## config.mk

```make
export PLATFORM = sky130hd
export DESIGN_NAME = mul_seq
export DESIGN_NICKNAME = d
export VERILOG_FILES = /design/src/rtl/mul_seq.sv
export SDC_FILE = /design/constraint.sdc
export NUM_CORES = 1
export LEC_CHECK = 0
export CAP_MARGIN = 25
export CELL_PAD_IN_SITES_DETAIL_PLACEMENT = 2
export CELL_PAD_IN_SITES_GLOBAL_PLACEMENT = 2
export CORE_MARGIN = 2
export CORE_UTILIZATION = 37
export CTS_BUF_LIST = sky130_fd_sc_hd__clkbuf_4
export CTS_CLUSTER_DIAMETER = 40
export CTS_CLUSTER_SIZE = 20
export DETAILED_ROUTE_END_ITERATION = 10
export MAX_ROUTING_LAYER = met4
export PLACE_DENSITY = 0.93
export SLEW_MARGIN = 20
export SYNTH_ARGS = -nofsm -noshare
export SYNTH_HDL_FRONTEND = slang
export SYNTH_SLANG_ARGS = --single-unit
```

## constraint.sdc

```tcl
create_clock -name clk -period 3.5 [get_ports clk]
set_input_delay 0.875 -clock clk [delete_from_list [all_inputs] [get_ports clk]]
set_output_delay 0.875 -clock clk [all_outputs]
set_load 0.02 [all_outputs]
```

## src/rtl/mul_seq.sv

```systemverilog
// mul_seq: sequential unsigned fixed-point multiplier, U(W,F) x U(W,F) -> U(W,F).
// One radix-2 shift-add step per clock, W steps per product. Results above the
// representable range saturate to all ones and raise overflow.
//
// Build option: define MUL_SEQ_ROUND_EN for round-half-up to nearest; when it
// is undefined the result is truncated toward zero. Timing is the same in both.
//
// Ports:
//   clk        clock, rising edge
//   reset_n    asynchronous active-low reset
//   in_valid   operand pair on in1/in2 is valid
//   in_ready   operands are accepted this cycle (IDLE, or DONE with out_ready)
//   in1, in2   multiplicand / multiplier, U(W-F,F)
//   out_valid  out/overflow hold a result
//   out_ready  consumer takes the result this cycle
//   out        saturated product, U(W-F,F)
//   overflow   result was saturated
//
// state | meaning
// IDLE  | waiting for operands
// BUSY  | shift-add steps in progress, counter counts W..1
// DONE  | result held until out_ready
module mul_seq #(
  parameter int TOTAL_BITS      = 16,
  parameter int FRACTIONAL_BITS = 8
) (
  input  logic                  clk,
  input  logic                  reset_n,
  input  logic                  in_valid,
  output logic                  in_ready,
  input  logic [TOTAL_BITS-1:0] in1,
  input  logic [TOTAL_BITS-1:0] in2,
  output logic                  out_valid,
  input  logic                  out_ready,
  output logic [TOTAL_BITS-1:0] out,
  output logic                  overflow
);

  localparam int W  = TOTAL_BITS;
  localparam int F  = FRACTIONAL_BITS;
  localparam int CW = $clog2(W + 1);

`ifdef MUL_SEQ_ROUND_EN
  // Half an output LSB; the inner conditional keeps the shift amount legal when F=0.
  localparam logic [2*W:0] BIAS = (F > 0) ? ((2*W+1)'(1) << ((F > 0) ? F - 1 : 0)) : '0;
`else
  localparam logic [2*W:0] BIAS = '0;
`endif

  typedef enum logic [1:0] {IDLE, BUSY, DONE} state_t;

  state_t          r_state;
  state_t          w_state_next;
  logic [2*W-1:0]  r_mcand;
  logic [2*W-1:0]  r_acc;
  logic [W-1:0]    r_mplier;
  logic [CW-1:0]   r_cnt;
  logic [W-1:0]    r_out;
  logic            r_overflow;

  logic            w_accept;
  logic            w_last;
  logic [2*W-1:0]  w_acc_next;
  logic [2*W:0]    w_biased;
  logic [2*W:0]    w_scaled;
  logic            w_sat;

  assign w_accept   = in_valid && in_ready;
  assign w_last     = (r_state == BUSY) && (r_cnt == CW'(1));
  assign w_acc_next = r_mplier[0] ? (r_acc + r_mcand) : r_acc;

  // Extra top bit so adding the bias to a full-scale product cannot wrap.
  assign w_biased   = {1'b0, w_acc_next} + BIAS;
  assign w_scaled   = w_biased >> F;
  assign w_sat      = |w_scaled[2*W:W];

  always_ff @(posedge clk or negedge reset_n) begin
    if (!reset_n) begin
      r_state <= IDLE;
    end else begin
      r_state <= w_state_next;
    end
  end

  always_comb begin
    w_state_next = r_state;
    in_ready     = 1'b0;
    case (r_state)
      IDLE: begin
        in_ready = 1'b1;
        if (in_valid) w_state_next = BUSY;
      end
      BUSY: begin
        if (w_last) w_state_next = DONE;
      end
      DONE: begin
        // Consumer draining the result frees the slot in the same cycle.
        in_ready = out_ready;
        if (out_ready) w_state_next = in_valid ? BUSY : IDLE;
      end
      default: w_state_next = IDLE;
    endcase
  end

  always_ff @(posedge clk or negedge reset_n) begin
    if (!reset_n) begin
      r_mcand    <= '0;
      r_acc      <= '0;
      r_mplier   <= '0;
      r_cnt      <= '0;
      r_out      <= '0;
      r_overflow <= 1'b0;
    end else if (w_accept) begin
      r_mcand  <= {{W{1'b0}}, in1};
      r_mplier <= in2;
      r_acc    <= '0;
      r_cnt    <= CW'(W);
    end else if (r_state == BUSY) begin
      r_acc    <= w_acc_next;
      r_mcand  <= r_mcand << 1;
      r_mplier <= r_mplier >> 1;
      r_cnt    <= r_cnt - CW'(1);
      if (w_last) begin
        r_out      <= w_sat ? '1 : w_scaled[W-1:0];
        r_overflow <= w_sat;
      end
    end
  end

  assign out_valid = (r_state == DONE);
  assign out       = r_out;
  assign overflow  = r_overflow;

endmodule

```

==> reports/summary.txt, run 1 <==
Worst setup margin: 0.0846 ns
Setup-failing EPs final: 0
Fin crit share: 0.976
Final WL: 22.2 mm
Synth area leaders: dfrtp_1 42%, nand2_1 9.0%, ha_1 6.6%, o21ai_0 4.9%, a21oi_1 4.0%
Achievable Freq: 293 MHz
Final Non-Filler Cells: 992
Worst Path Arrival: 3.84 ns
Die span in x: 134 um
Grt met2 use: 0.453
Power Dens Cells: 1010 nW/um2
Placed cell count: 970
Worst min-delay path class: in2async
Drc violations: 0
FP Rows: 47
Critical path capture point type: flop
Max Cap Viol: 0
Worst-Margin Slew: 0.880 ns
WP data required: 3.92 ns
Register area: 2600 um2
Commonest non-fill, non-tap cell in the layout: nand2_1
Fillers: 1802
Port Buffers: 54
GPL Wtd Cong: 0.883
Cells after Synth: 727
1st-iter DRT viols: 262
NumNets Final: 837
Initial antenna violation count: 0
Fin Setup TNS: 0 ns
Starting Density: 0.378
Post-route ant nets: 0
Outcome: finished, final reports clean
Post-synth ARST share: 1.00
DR WL/cell: 22.4 um
# clock sinks: 104
Yosys cell types: 56
Syn avg cell area: 8.59 um2
Boundary pin count: 55
M1 GR Usage: 0.294
Pin count of the biggest net entering global routing: 55
First-pass GRT wire length: 34.6 mm
Synth-to-Final Area Change: 16.2%
Placed cell area: 6990 um2
DIE AREA: 17900 um2
Critical path class: reg2reg
EDFF count, synth: 0
ANT cells: 0
Via-to-Cell Ratio: 5.82
Post-synth top area cell: dfrtp_1
Mapped Nets: 797
Pre-CTS setup slack: 0.0611 ns
Worst clock skew: 0.0265 ns
Synthesized flop and latch total: 104
First drt pass iteration count: 5
Tot GR Track Use: 0.253
Leakage: 0.00312 uW
Num CTS Buffers: 9
Share of cells above drive strength 1: 0.0933
DP HPWL: 15.5 mm
Congestion Overflow GR: 0
Seq/Total Area, Yosys: 0.417
Slew margin rel.: 0.412
Hold buffers post-CTS: 0
Total number of H-tree levels: 3
Worst-skew pair later-pin latency: 0.53 ns
Period minus WS final: 3.42 ns
CP max FO: 9
Final Cell Area: 7250 um2
Mapped cell area: 6240 um2
CTS root buf: clkbuf_4
GRT met3 Usage: 0.0321
Synth warn: 0
Clock tree buffer depth: 2
Fin. max-slew vios: 0
Die Y: 134 um
Commonest cells after routing, fill and taps aside: 150 x nand2_1, 104 x dfrtp_1, 58 x o21ai_0
Tot Pwr: 7300 uW
Via count: 5771
Multi-input gate area: 3500 um2
TritonCTS clock tree: done
Core ar.: 16500 um2
CP startpoint kind: flop
Worst vdd ir: 0.348 mV
Post-synth top flop: dfrtp_1
CTS clock-pin slew for the worst setup and hold paths: 0.18 ns
Number of global-route vias before repair: 6384
Grt peak-use layer: met2
Final hold viol count: 0
Yosys top cell area share: 0.417
==> stage by stage <==
step / utilization / hold slack (ns)
floorplan: - / 0.446
finish: 0.439 / 0.385
detailed placement: 0.423 / 0.479
global route: 0.439 / 0.442
global placement: 0.423 / 0.461
CTS: 0.430 / 0.404
==> metal layers <==
| metal | vias up | part of all wire |
|---|---|---|
| met4 | 0 | 0.026 |
| li1 | 2647 | - |
| met3 | 47 | 0.030 |
| met1 | 2963 | 0.41 |
| met5 | - | 0 |
| met2 | 114 | 0.53 |
==> logic make-up (layout without fill, tap and decap cells) <==
family,after synthesis,in the layout,share of synthesized area
xor+xnor,30,30,0.0421
compound gates,217,217,0.220
simple gates,268,268,0.186
fa+ha+maj,34,34,0.0693
flops,104,104,0.417
mux,15,15,0.0261
buf+inv,59,104,0.0401
==> synth_stat cells, types with 7 or more instances <==
master	number
a21oi_1	50
nand2b_1	7
mux2i_1	14
dfrtp_1	104
clkbuf_1	29
nand2_1	150
a31oi_1	20
nor3_1	7
xnor2_1	19
ha_1	33
nor2_1	47
o21ai_1	12
o21ai_0	61
inv_1	16
a22oi_1	29
buf_2	11
a21o_1	13
xor2_1	11
nand4_1	13
nand3_1	22
==> where the power goes <==
part	switching (uW)	total (uW)	internal, uW
registers	456	2180	1730
clock network	460	614	154
logic	2890	4500	1610
==> layout make-up <==
class / count / share of cell area
sequential: 104 / 0.359
timing repair buffer: 72 / 0.0956
clock buffer: 9 / 0.00931
multi-input combinational: 564 / 0.483
inverter: 16 / 0.00828
clock inverter: 7 / 0.00759
tap: 220 / 0.0379
==> path summary, 6_finish.rpt <==
path,start,endpoint,slack (ns),cells after the start
min,reset_n,r_acc[24],0.38,1
max reg2reg,r_mcand[21],out[4],0.08,12
min reg2reg,r_mplier[4],r_mplier[4],0.51,2
min in group clk,r_mplier[4],r_mplier[4],0.51,2
max in group asynchronous,reset_n,r_acc[8],2.36,2
max,r_mcand[21],out[4],0.08,12
==> critical path: stages (launching register included) <==
cell and delay (ns):
dfrtp_1 0.45, ha_1 0.41, a21oi_1 0.22, o21ai_1 0.15, a221oi_2 0.34, o21ai_1 0.17
or3_1 0.34, a31oi_1 0.22, nand4_1 0.18, a2111oi_4 0.35, buf_4 0.19, buf_6 0.16
a31oi_1 0.11
==> sequential cells by signal (all words and copies together), names as in the netlist <==
| name | count |
|---|---|
| r_acc | 32 |
| out | 16 |
| r_state | 2 |
| r_cnt | 5 |
| r_mplier | 16 |
| overflow | 1 |
| r_mcand | 32 |
==> timing repair <==
action | 4_1_cts | 5_1_grt
setup buffers | 0 | 5
endpoints found under the setup margin | 0 | 17
resized for setup | 0 | 32
(Power assumes the default switching activity.)
==> run 2: changes to the inputs <==
--- a/config.mk
+++ b/config.mk
@@ -16,6 +16,7 @@
 export DETAILED_ROUTE_END_ITERATION = 10
 export MAX_ROUTING_LAYER = met4
 export PLACE_DENSITY = 0.93
+export SETUP_SLACK_MARGIN = 0.15
 export SLEW_MARGIN = 20
 export SYNTH_ARGS = -nofsm -noshare
 export SYNTH_HDL_FRONTEND = slang
==> reports/summary.txt, run 2 (synthesized netlist as in run 1, its figures left out) <==
Leakage: 0.00314 uW (+0.69%)
M1 WL: 9.32 mm (+1.7%)
NumNets Final: 835 (-0.24%)
Setup-failing EPs final: 0 (unchanged)
FF-to-FF path depth: 12 (unchanged)
Setup crit start: r_mcand[9]
DR WL/cell: 22.6 um (+1.1%)
DR WL met3: 640 um (-4.2%)
CP max FO: 9 (unchanged)
Final Non-Filler Cells: 991 (-0.10%)
DP HPWL: 15.5 mm (unchanged)
Highest routed layer: met4
CTS root buf: clkbuf_4
Total number of H-tree levels: 3 (unchanged)
Final hold viol count: 0 (unchanged)
Worst-skew pair later-pin latency: 0.53 ns (about the same)
Top Registers: r_acc: 32 flops, r_mcand: 32 flops
Via count: 5798 (+0.47%)
Num CTS Buffers: 9 (unchanged)
Fin Setup TNS: 0 ns (unchanged)
Worst min-delay path class: in2async
Worst setup margin: 0.164 ns (+0.0794 ns)
Die span in x: 134 um (unchanged)
Worst-Margin Slew: 0.915 ns (+0.0350 ns)
DIE AREA: 17900 um2 (unchanged)
Placed cell count: 970 (unchanged)
Worst Path Arrival: 3.76 ns (-0.08 ns)
Slew margin rel.: 0.389 (-0.0234)
Final WL: 22.4 mm (+0.95%)
Core ar.: 16500 um2 (unchanged)
# clock sinks: 104 (unchanged)
Synth-to-Final Area Change: 17.2%
WP data required: 3.92 ns (about the same)
Initial antenna violation count: 0 (unchanged)
Unrepaired setup endpoints after global routing: no
CP startpoint kind: flop
Reg2Reg Setup Slack: 0.16 ns (+0.08 ns)
Number of global-route vias before repair: 6457 (+1.1%)
Sw Share: 0.523 (+0.00193)
Congestion Overflow GR: 0 (unchanged)
FP Rows: 47 (unchanged)
Int Pwr: 3510 uW (+0.42%)
Via-to-Cell Ratio: 5.85 (+0.57%)
1st-iter DRT viols: 279 (+6.5%)
Clock network power share: 0.083 (about the same)
Post-route ant nets: 0 (unchanged)
Sequential Power Share: 0.297 (-0.002)
Starting Density: 0.378 (unchanged)
Commonest non-fill, non-tap cell in the layout: nand2_1
First drt pass iteration count: 4 (-1)
First-pass GRT wire length: 35.2 mm (+1.7%)
Fin. max-slew vios: 0 (unchanged)
Worst R2R Start: r_mcand[9]
Critical path capture point type: flop
Fin crit share: 0.953 (-0.0227)
Clock tree buffer depth: 2 (unchanged)
Pre-CTS setup slack: 0.0611 ns (unchanged)
TritonCTS clock tree: done
Period minus WS final: 3.34 ns (-0.0794 ns)
RR Endpoint: out[6]
Fillers: 1790 (-0.67%)
CTS clock-pin slew for the worst setup and hold paths: 0.18 ns (about the same)
Share of cells above drive strength 1: 0.0987 (+0.00544)
Outcome: finished, final reports clean
Hold buffers post-CTS: 0 (unchanged)
Power Dens Cells: 1010 nW/um2 (about the same)
Port Buffers: 54 (unchanged)
Achievable Freq: 300 MHz (+2.4%)
Drc violations: 0 (unchanged)
Critical path class: reg2reg
Pin count of the biggest net entering global routing: 55 (unchanged)
Tot GR Track Use: 0.258 (+0.00550)
Worst clock skew: 0.0325 ns (+0.00596 ns)
Die Y: 134 um (unchanged)
Logic pwr share: 0.620 (+0.003)
Commonest cells after routing, fill and taps aside: 150 x nand2_1, 104 x dfrtp_1, 58 x o21ai_0
Switching power total: 3850 uW (+1.2%)
Worst vdd ir: 0.335 mV (-3.6%)
Boundary pin count: 55 (unchanged)
Metal2 WL: 11.7 mm (-1.2%)
GPL Wtd Cong: 0.883 (unchanged)
Max Cap Viol: 0 (unchanged)
run 2: cell count changes in the layout (fill, tap and decap cells not counted), moves of 2 or more:
cell     delta
o21ai_1     -2
o21ai_2     +2
ha_2        -3
ha_1        +2
buf_4       -2
run 2: how the worst max path moves through the flow:
stage,cells after the start,end,slack [ns]
finish,12,out[6],0.16
global route,12,out[14],0.02
CTS,12,out[4],0.15
detailed placement,13,out[4],0.06
global placement,13,out[0],0.22
floorplan,13,out[6],0.47
run 2: area by class of cell:
cell class | instances | area (um2) | area share
Timing Repair Buffer | 70 | 682 | 0.0932
Tap cell | 220 | 275 | 0.0376
Inverter | 16 | 60.1 | 0.00821
Multi-Input combinational cell | 564 | 3570 | 0.488
Sequential cell | 104 | 2600 | 0.356
Antenna cell | 1 | 2.50 | 0.000342
Clock buffer | 9 | 67.6 | 0.00923
Clock inverter | 7 | 55.1 | 0.00752
run 2: repair_timing:
action	4_1_cts	5_1_grt
cloned	1	0
hold endpoints to repair	0	0
pin swaps	4	11
buffers inserted	2	1
setup endpoints to repair	17	18
gates resized for setup	11	31
run 2: routing by layer:
layer,up-vias,global-route usage
li1,2649,-
met1,2955,0.302
met2,126,0.454
met3,68,0.0348
met4,0,0.0957
met5,-,-
run 2: through the flow:
| step | power (uW) | hold WS (ns) | utilization | area, um2 |
|---|---|---|---|---|
| after floorplan | 5040 | 0.446 | - | 6240 |
| after global placement | 6150 | 0.461 | 0.423 | 6990 |
| after detailed placement | 6520 | 0.479 | 0.423 | 6990 |
| after CTS | 7200 | 0.404 | 0.434 | 7180 |
| after global routing | 7920 | 0.432 | 0.443 | 7320 |
| final | 7360 | 0.384 | 0.443 | 7320 |
run 2: power groups by stage:
stage               Clock, uW  Sequential [uW]  Combinational, uW
global placement            0             2120               4040
finish                    610             2190               4560
detailed placement          0             2190               4330
global route              670             2250               5000
floorplan                   0             2160               2890
CTS                       624             2170               4410
run 2: critical path: stages, from the launching register on:
cell and delay, ns:
dfrtp_1 0.44, ha_1 0.56, nand4_1 0.22, a211oi_1 0.28
nand2_1 0.13, a311oi_2 0.38, a211oi_1 0.12, nor3_2 0.24
nand4_1 0.19, a2111oi_4 0.22, buf_4 0.20, buf_8 0.15
a31oi_1 0.10
==> run 3: changes to the inputs <==
--- a/config.mk
+++ b/config.mk
@@ -9,13 +9,12 @@
 export CELL_PAD_IN_SITES_DETAIL_PLACEMENT = 2
 export CELL_PAD_IN_SITES_GLOBAL_PLACEMENT = 2
 export CORE_MARGIN = 2
-export CORE_UTILIZATION = 37
+export CORE_UTILIZATION = 40
 export CTS_BUF_LIST = sky130_fd_sc_hd__clkbuf_4
 export CTS_CLUSTER_DIAMETER = 40
-export CTS_CLUSTER_SIZE = 20
 export DETAILED_ROUTE_END_ITERATION = 10
 export MAX_ROUTING_LAYER = met4
-export PLACE_DENSITY = 0.93
+export PLACE_DENSITY = 0.95
 export SETUP_SLACK_MARGIN = 0.15
 export SLEW_MARGIN = 20
 export SYNTH_ARGS = -nofsm -noshare
==> constraint.sdc (replaced) <==
create_clock -name clk -period 3.9 [get_ports clk]
set_input_delay 0.975 -clock clk [delete_from_list [all_inputs] [get_ports clk]]
set_output_delay 0.975 -clock clk [all_outputs]
set_load 0.02 [all_outputs]
==> reports/summary.txt, run 3 (synthesized netlist as in run 1, its figures left out) <==
Pin count of the biggest net entering global routing: 54 (-1.8%)
Top Registers: r_acc: 32 flops, r_mcand: 32 flops
Slew margin rel.: 0.446 (+0.0577)
Tot Pwr: 6680 uW (-9.3%)
Achievable Freq: 284 MHz (-5.4%)
Final WL: 22.7 mm (+1.2%)
First-pass GRT wire length: 36.9 mm (+4.8%)
Max Cap Viol: 0 (unchanged)
Fin Setup TNS: 0 ns (unchanged)
Fin. max-slew vios: 0 (unchanged)
GPL Wtd Cong: 0.907 (+2.8%)
DIE AREA: 16600 um2 (-7.3%)
Unrepaired setup endpoints after global routing: no
Total number of H-tree levels: 3 (unchanged)
CP startpoint kind: flop
Via count: 5821 (+0.40%)
Final Cell Area: 7100 um2 (-3.0%)
CTS clock-pin slew for the worst setup and hold paths: 0.16 ns (-0.02 ns)
1st-iter DRT viols: 246 (-12%)
TritonCTS clock tree: done
Worst-skew pair later-pin latency: 0.51 ns (-0.02 ns)
Worst-Margin Slew: 0.829 ns (-0.0864 ns)
ANT cells: 0 (-1)
Setup Buffers After CTS: 0 (-2)
Hold buffers post-CTS: 0 (unchanged)
Starting Density: 0.411 (+0.0329)
WHS: 0.495 ns (+0.111 ns)
Die Y: 129 um (-3.7%)
Commonest cells after routing, fill and taps aside: 150 x nand2_1, 104 x dfrtp_1, 61 x o21ai_0
Commonest non-fill, non-tap cell in the layout: nand2_1
Placed cell area: 6930 um2 (-0.82%)
Post-route ant nets: 0 (unchanged)
Worst clock skew: 0.0210 ns (-0.0115 ns)
Boundary pin count: 55 (unchanged)
Worst min-delay path class: in2async
Crit-path cells: ha_1 > a21oi_4 > o21ai_1 > o21ai_0 > o32ai_1 > a31o_2 > nor3_1 > nand4_1 > a2111oi_4 > buf_6 > a31oi_1
Fin crit share: 0.904 (-0.0488)
Tot GR Track Use: 0.296 (+0.0376)
Slowest CP cell: ha_1
DR WL/cell: 23.9 um (+5.7%)
Power Dens Cells: 940 nW/um2 (-6.5%)
CP max FO: 17 (+8)
Via-to-Cell Ratio: 6.13 (+4.8%)
Num CTS Buffers: 9 (unchanged)
NumNets Final: 827 (-0.96%)
Die span in x: 129 um (-3.7%)
DP HPWL: 16.0 mm (+3.3%)
FP Rows: 45 (-4.3%)
Worst Path Arrival: 3.88 ns (+0.12 ns)
Congestion Overflow GR: 0 (unchanged)
First drt pass iteration count: 5 (+1)
Period minus WS final: 3.53 ns (+0.191 ns)
Core ar.: 15200 um2 (-8.0%)
Outcome: finished, final reports clean
WP data required: 4.25 ns (+0.33 ns)
Setup-failing EPs final: 0 (unchanged)
CTS root buf: clkbuf_4
Leakage: 0.00311 uW (-0.92%)
Number of global-route vias before repair: 6631 (+2.7%)
Share of cells above drive strength 1: 0.0512 (-0.0475)
Clock tree buffer depth: 2 (unchanged)
# clock sinks: 104 (unchanged)
Critical path capture point type: flop
Initial antenna violation count: 0 (unchanged)
Pre-CTS setup slack: 0.431 ns (+0.370 ns)
Critical path class: reg2reg
Fillers: 1693 (-5.4%)
CP peak stage delay: 0.49 ns (-0.07 ns)
Worst setup margin: 0.373 ns (+0.209 ns)
Drc violations: 0 (unchanged)
Synth-to-Final Area Change: 13.7%
Worst vdd ir: 0.324 mV (-3.2%)
Final hold viol count: 0 (unchanged)
Port Buffers: 54 (unchanged)
==> run 3: worst max-delay path, delay by kind of cell (launching register included) <==
| family | cells | cell delay, ns |
|---|---|---|
| AO/OA/AOI/OAI | 7 | 1.72 |
| adder cells (fa/ha/maj) | 1 | 0.49 |
| AND/OR/NAND/NOR | 2 | 0.49 |
| flip-flops | 1 | 0.44 |
| buffers and inverters | 1 | 0.25 |
==> run 3: power by group <==
part           switching (uW)  internal (uW)  total [uW]
combinational            2610           1400        4010
sequential                419           1550        1970
clock                     426            268         694
==> run 3: metal layers <==
layer | routed length (um) | vias to the layer above | track usage | part of all wire
met5 | 0 | - | - | 0
met4 | 656 | 0 | 0.114 | 0.029
met3 | 824 | 49 | 0.0412 | 0.036
met2 | 12200 | 143 | 0.533 | 0.54
met1 | 9050 | 2995 | 0.332 | 0.40
li1 | - | 2634 | - | -
==> run 3: timing repair <==
action                     CTS  global route
resized for setup            0             2
setup endpoints to repair    0            17
hold endpoints to repair     0             0
==> run 3: layout make-up <==
| class | count | area (um2) | share of cell area |
|---|---|---|---|
| Multi-Input combinational cell | 564 | 3410 | 0.480 |
| Sequential cell | 104 | 2600 | 0.367 |
| Timing Repair Buffer | 62 | 627 | 0.0883 |
| Tap cell | 188 | 235 | 0.0331 |
| Clock inverter | 6 | 97.6 | 0.0137 |
| Clock buffer | 9 | 67.6 | 0.00952 |
| Inverter | 16 | 60.1 | 0.00846 |
==> run 3: through the flow <==
step / utilization / std cells
floorplan: - / 727
global placement: 0.456 / 934
detailed placement: 0.456 / 934
CTS: 0.467 / 949
global route: 0.467 / 949
finish: 0.467 / 949
==> run 3: final timing paths <==
path                           endpoint          from  depth (start not counted)  slack, ns
hold reg to reg            r_mplier[10]  r_mplier[10]                          2       0.51
setup / recovery                out[12]   r_mcand[24]                         11       0.37
min in group clk           r_mplier[10]  r_mplier[10]                          2       0.51
hold / removal              r_mcand[24]       reset_n                          1       0.50
max in group asynchronous   r_mplier[8]       reset_n                          2       2.69
setup reg to reg                out[12]   r_mcand[24]                         11       0.37
